[src/rtl/arb2w32.sv]
// Two-requester round-robin arbiter feeding a single-entry output register over a 32-bit 2:1 mux.
// Optional owner lock enabled by defining ARB2W32_LOCK_EN (adds lock0/lock1 inputs).

module mux2w32 (
    input  logic        sel,
    input  logic [31:0] a,
    input  logic [31:0] b,
    output logic [31:0] y
);
    assign y = (a & {32{~sel}}) | (b & {32{sel}});
endmodule

// Handshake: a word moves downstream on any edge where out_valid=1 and out_ready=1;
// a requester's word is captured on any edge where its gnt is high (req held until then).
module arb2w32 (
    input  logic        clk,
    input  logic        rst,
    input  logic        req0,
    input  logic [31:0] data0,
    output logic        gnt0,
    input  logic        req1,
    input  logic [31:0] data1,
    output logic        gnt1,
`ifdef ARB2W32_LOCK_EN
    input  logic        lock0,
    input  logic        lock1,
`endif
    output logic        sel,
    output logic        out_valid,
    output logic [31:0] out_data,
    output logic        out_src,
    input  logic        out_ready
);
    typedef enum logic {EMPTY = 1'b0, FULL = 1'b1} state_t;

    state_t      state;
    logic        last_src;
    logic [1:0]  req_e;
    logic        pick;
    logic        can_load;
    logic        gnt_any;
    logic [31:0] mux_out;

`ifdef ARB2W32_LOCK_EN
    logic locked;
    logic owner;
    logic lock_sel;

    // While locked, the non-owner is invisible to the arbiter.
    always_comb begin
        req_e = {req1, req0};
        if (locked) req_e = owner ? {req1, 1'b0} : {1'b0, req0};
    end

    assign lock_sel = pick ? lock1 : lock0;
`else
    assign req_e = {req1, req0};
`endif

    // Tie goes to whichever requester was not served last.
    assign pick     = req_e[1] & (~req_e[0] | ~last_src);
    assign can_load = (state == EMPTY) | out_ready;
    assign gnt0     = ~rst & can_load & req_e[0] & ~pick;
    assign gnt1     = ~rst & can_load & req_e[1] & pick;
    assign gnt_any  = gnt0 | gnt1;
    assign sel      = (|req_e) ? pick : last_src;

    assign out_valid = (state == FULL);

    mux2w32 u_mux (
        .sel (sel),
        .a   (data0),
        .b   (data1),
        .y   (mux_out)
    );

    always_ff @(posedge clk) begin
        if (rst) begin
            state    <= EMPTY;
            out_data <= 32'h0;
            out_src  <= 1'b0;
            last_src <= 1'b1;
`ifdef ARB2W32_LOCK_EN
            locked   <= 1'b0;
            owner    <= 1'b0;
`endif
        end else begin
            if (gnt_any) begin
                out_data <= mux_out;
                out_src  <= pick;
                last_src <= pick;
                state    <= FULL;
            end else if ((state == FULL) && out_ready) begin
                state <= EMPTY;
            end
`ifdef ARB2W32_LOCK_EN
            if (gnt_any) begin
                if (lock_sel) begin
                    locked <= 1'b1;
                    owner  <= pick;
                end else if (locked && (pick == owner)) begin
                    locked <= 1'b0;
                end
            end else if (locked && !(owner ? req1 : req0)) begin
                locked <= 1'b0;
            end
`endif
        end
    end
endmodule

[config.mk]
export PLATFORM = sky130hd
export DESIGN_NAME = arb2w32
export DESIGN_NICKNAME = d
export VERILOG_FILES = /design/src/rtl/arb2w32.sv
export SDC_FILE = /design/constraint.sdc
export NUM_CORES = 1
export LEC_CHECK = 0
export BUFFER_PORTS_ARGS = -buffer_cell sky130_fd_sc_hd__buf_2
export CAP_MARGIN = 20
export CELL_PAD_IN_SITES_DETAIL_PLACEMENT = 0
export CELL_PAD_IN_SITES_GLOBAL_PLACEMENT = 1
export CORE_ASPECT_RATIO = 0.5
export CORE_UTILIZATION = 30
export DETAILED_ROUTE_END_ITERATION = 12
export GPL_ROUTABILITY_DRIVEN = 1
export GPL_TIMING_DRIVEN = 0
export PLACE_DENSITY = 0.88
export SETUP_SLACK_MARGIN = 0.3
export SLEW_MARGIN = 20
export SYNTH_ARGS = -nofsm -noshare
export SYNTH_HDL_FRONTEND = slang
export SYNTH_HIERARCHICAL = 1
export SYNTH_SLANG_ARGS = --single-unit
[constraint.sdc]
create_clock -name clk -period 1.4 [get_ports clk]
set_input_delay 0.28 -clock clk [delete_from_list [all_inputs] [get_ports clk]]
set_output_delay 0.28 -clock clk [all_outputs]
set_load 0.005 [all_outputs]
==> insert_results.sql <==
INSERT INTO impl_metrics (metric_group, metric, value, unit) VALUES
('run_status', 'outcome', 'finished, violations left', ''),
('run_status', 'failed_checks', 'negative setup slack', ''),
('power', 'power.share.switching', '26.1', '%'),
('power', 'seq_power_share', '38.1', '%'),
('sta', 'slew_headroom', '71.0', '%'),
('placement', 'gpl.final_weighted_congestion', '0.751', ''),
('clock_network', 'tritoncts', 'done', ''),
('logic_synthesis', 'yosys.area_share.simple', '18.7', '%'),
('die', 'core_area', '6330', 'um2'),
('drt', 'drc', '0', ''),
('sta', 'minimum_hold_slack', '0.309', 'ns'),
('power', 'power_frac_comb', '27.0', '%'),
('logic_synthesis', 'synthCells', '209', ''),
('global_route', 'gr-total-overflow', '0', ''),
('logic_synthesis', 'synth.net_count', '278', ''),
('cells_and_area', 'fillCellCount', '624', ''),
('sta', 'achievable_frequency', '694', 'MHz'),
('die', 'std_cell_rows', '20', ''),
('power', 'power_density_of_the_placed_cells', '1000', 'nW/um2'),
('clock_network', 'cts_max_path_buffers', '2', ''),
('logic_synthesis', 'postSynth.topFlopCell', 'sky130_fd_sc_hd__dfxtp_1', ''),
('sta', 'layout_setup_ws', '-0.0414', 'ns'),
('power', 'vdd_drop_max', '0.000548', 'V'),
('die', 'start_util', '32.5', '%'),
('power', 'p_int', '2.21', 'mW'),
('cells_and_area', 'final_layout_size_suffix_gt1_share', '56.4', '%'),
('global_route', 'first_global_vias', '2030', ''),
('logic_synthesis', 'postSynthAreaPerCell', '9.84', 'um2'),
('die', 'die-area', '7210', 'um2'),
('logic_synthesis', 'ys_async_sr_fraction', '0', '%'),
('drt', 'vias', '2042', ''),
('setup_path', 'path_max_fanout', '10', ''),
('clock_network', 'post_cts_clock_slew_at_the_launch_and_capture_registers_of_the_worst_setup_and_hold_paths', '0.05', 'ns'),
('cells_and_area', 'layout.area.seq', '703', 'um2'),
('global_route', 'antenna_found_initial', '0', ''),
('logic_synthesis', 'yosys.area_share.adder', '0', '%'),
('cells_and_area', 'syn_to_final_growth', '45.0', '%'),
('logic_synthesis', 'synth.cell_area', '2060', 'um2'),
('sta', 'report.final.setup_viol', '30', ''),
('logic_synthesis', 'ys.warnings.count', '6', ''),
('logic_synthesis', 'flip_flop_and_latch_count_after_synthesis', '35', ''),
('power', 'pwr-share-clk', '34.9', '%'),
('cells_and_area', 'fin_util', '47.1', '%'),
('cells_and_area', 'antenna-diode-count', '0', ''),
('drt', 'wl', '5900', 'um'),
('setup_path', 'data_arrival_time_of_the_worst_path', '1.60', 'ns'),
('logic_synthesis', 'yosys.area.top_type', 'sky130_fd_sc_hd__dfxtp_1', ''),
('drt', 'route.detailed.wl_per_inst', '14.2', 'um'),
('drt', 'vias_per_cell', '4.91', ''),
('logic_synthesis', 'synth.lib_cells_used.distinct', '21', ''),
('global_route', 'grt_start_max_net_pins', '11', ''),
('drt', 'detail-route-antenna-nets', '0', ''),
('logic_synthesis', 'synth_enable_flop_cells', '0', ''),
('drt', 'drt_first_pass_iters', '4', ''),
('global_route', 'grt_first_pass_wirelength', '9170', 'um'),
('cells_and_area', 'multi_input_area', '1180', 'um2'),
('cells_and_area', 'finish.net_count', '396', ''),
('logic_synthesis', 'synth_compound_gate_area_share', '13.3', '%'),
('placement', 'port_buffers', '105', ''),
('setup_path', 'startpoint_type', 'register', ''),
('sta', 'timing.final.crit_period', '1.44', 'ns'),
('clock_network', 'numClockSinks', '35', ''),
('logic_synthesis', 'synth.top_cells.by_count', 'sky130_fd_sc_hd__dfxtp_1 (35), sky130_fd_sc_hd__nand2_1 (35), sky130_fd_sc_hd__o211ai_1 (33)', ''),
('sta', 'rsz0062_at_grt', 'true', ''),
('worst_hold_path', 'hold_crit_class', 'primary input to register', ''),
('clock_network', 'clk_root_buffer_cell', 'sky130_fd_sc_hd__clkbuf_16', ''),
('logic_synthesis', 'yosys.area_share.xor_xnor', '0', '%'),
('setup_path', 'worst_setup_path_end_kind', 'register', ''),
('power', 'total_leakage_power', '1.57', 'nW'),
('logic_synthesis', 'ys_seq_area_share', '34.1', '%'),
('logic_synthesis', 'combinational_family_with_the_most_area_after_synthesis', 'multiplexers', '');
worst max-delay path: stages, from the launching register on:
cell and delay (ns):
sky130_fd_sc_hd__dfxtp_2 0.33, sky130_fd_sc_hd__nand2b_4 0.16, sky130_fd_sc_hd__o21ai_4 0.08, sky130_fd_sc_hd__buf_8 0.17, sky130_fd_sc_hd__buf_12 0.15, sky130_fd_sc_hd__mux2_4 0.31, sky130_fd_sc_hd__nand4_1 0.09, sky130_fd_sc_hd__nand2_1 0.05
metal layers:
layer / vias to the layer above / global-route usage (%) / wire length [um]
met5: - / 0 / 0
met4: 0 / 3.98 / 27
met3: 2 / 3.76 / 219
met2: 42 / 29.5 / 3090
met1: 980 / 19.7 / 2560
li1: 1018 / - / -
metrics by stage:
step | TNS, ns | area, um2 | std cells | setup WS, ns | power, mW
2_1_floorplan | 0 | 2110 | 209 | 0.0782 | 1.63
3_3_place_gp | -2.04 | 2750 | 402 | -0.0932 | 1.89
4_1_cts | -0.306 | 2920 | 414 | -0.0411 | 2.98
6_report | -0.665 | 2980 | 416 | -0.0414 | 2.99
3_5_place_dp | -2.12 | 2750 | 402 | -0.0937 | 1.91
5_1_grt | -2.24 | 2980 | 416 | -0.0911 | 3.13
final cells by class:
| type | instances | share of cell area [%] |
|---|---|---|
| Tap cell | 88 | 3.69 |
| Sequential cell | 35 | 23.6 |
| Timing Repair Buffer | 111 | 20.4 |
| Clock inverter | 1 | 0.168 |
| Multi-Input combinational cell | 145 | 39.6 |
| Inverter | 3 | 0.378 |
| Buffer | 26 | 7.72 |
| Clock buffer | 7 | 4.45 |
worst paths after layout:
path                                           startpoint                   endpoint  slack [ns]  cells after the start
worst max-delay path                last_src$_SDFFE_PP1P_  out_data[12]$_SDFFE_PP0P_       -0.04                      7
worst min-delay path                                  rst       out_src$_SDFFE_PP0P_        0.31                      2
worst max register to register      last_src$_SDFFE_PP1P_  out_data[12]$_SDFFE_PP0P_       -0.04                      7
worst min register to register  out_data[24]$_SDFFE_PP0P_  out_data[24]$_SDFFE_PP0P_        0.49                      2
logic make-up (layout without fill, tap and decap cells):
group                  Yosys count  in the layout
muxes                           32             32
DFF                             35             35
buffers and inverters           29            148
and+or+nand+nor                 75             75
AOI/OAI and AO/OA               38             38
sequential cells by signal, summed over array words and instances, names as in the netlist:
signal     cells
last_src       1
out_data      32
out_valid      1
out_src        1
power groups by stage:
stage | clock network [mW] | registers (mW) | logic, mW
final | 1.04 | 1.14 | 0.807
after global routing | 1.11 | 1.15 | 0.872
after CTS | 1.06 | 1.14 | 0.772
after detailed placement | 0 | 1.16 | 0.750
after global placement | 0 | 1.16 | 0.735
after floorplan | 0 | 1.16 | 0.466
what timing repair did:
| item | CTS | global route |
|---|---|---|
| gates resized for setup | 2 | 9 |
| gates cloned | 0 | 1 |
| endpoints found under the setup margin | 35 | 39 |
| buffers inserted | 4 | 1 |
| hold buffers | 0 | 0 |
| pin swaps | 2 | 0 |
| hold endpoints to repair | 0 | 0 |
placed cells by master, fill, tap and decap left out, types with 2 or more instances in the layout:
cell type / instances
sky130_fd_sc_hd__a21oi_1: 2
sky130_fd_sc_hd__buf_12: 3
sky130_fd_sc_hd__buf_2: 116
sky130_fd_sc_hd__buf_4: 4
sky130_fd_sc_hd__buf_6: 9
sky130_fd_sc_hd__buf_8: 2
sky130_fd_sc_hd__clkbuf_1: 3
sky130_fd_sc_hd__clkbuf_16: 6
sky130_fd_sc_hd__dfxtp_1: 33
sky130_fd_sc_hd__dfxtp_2: 2
sky130_fd_sc_hd__inv_2: 2
sky130_fd_sc_hd__mux2_4: 32
sky130_fd_sc_hd__nand2_1: 34
sky130_fd_sc_hd__nand4_1: 32
sky130_fd_sc_hd__nor3_4: 2
sky130_fd_sc_hd__o211ai_1: 33
(Power assumes the default switching activity.)
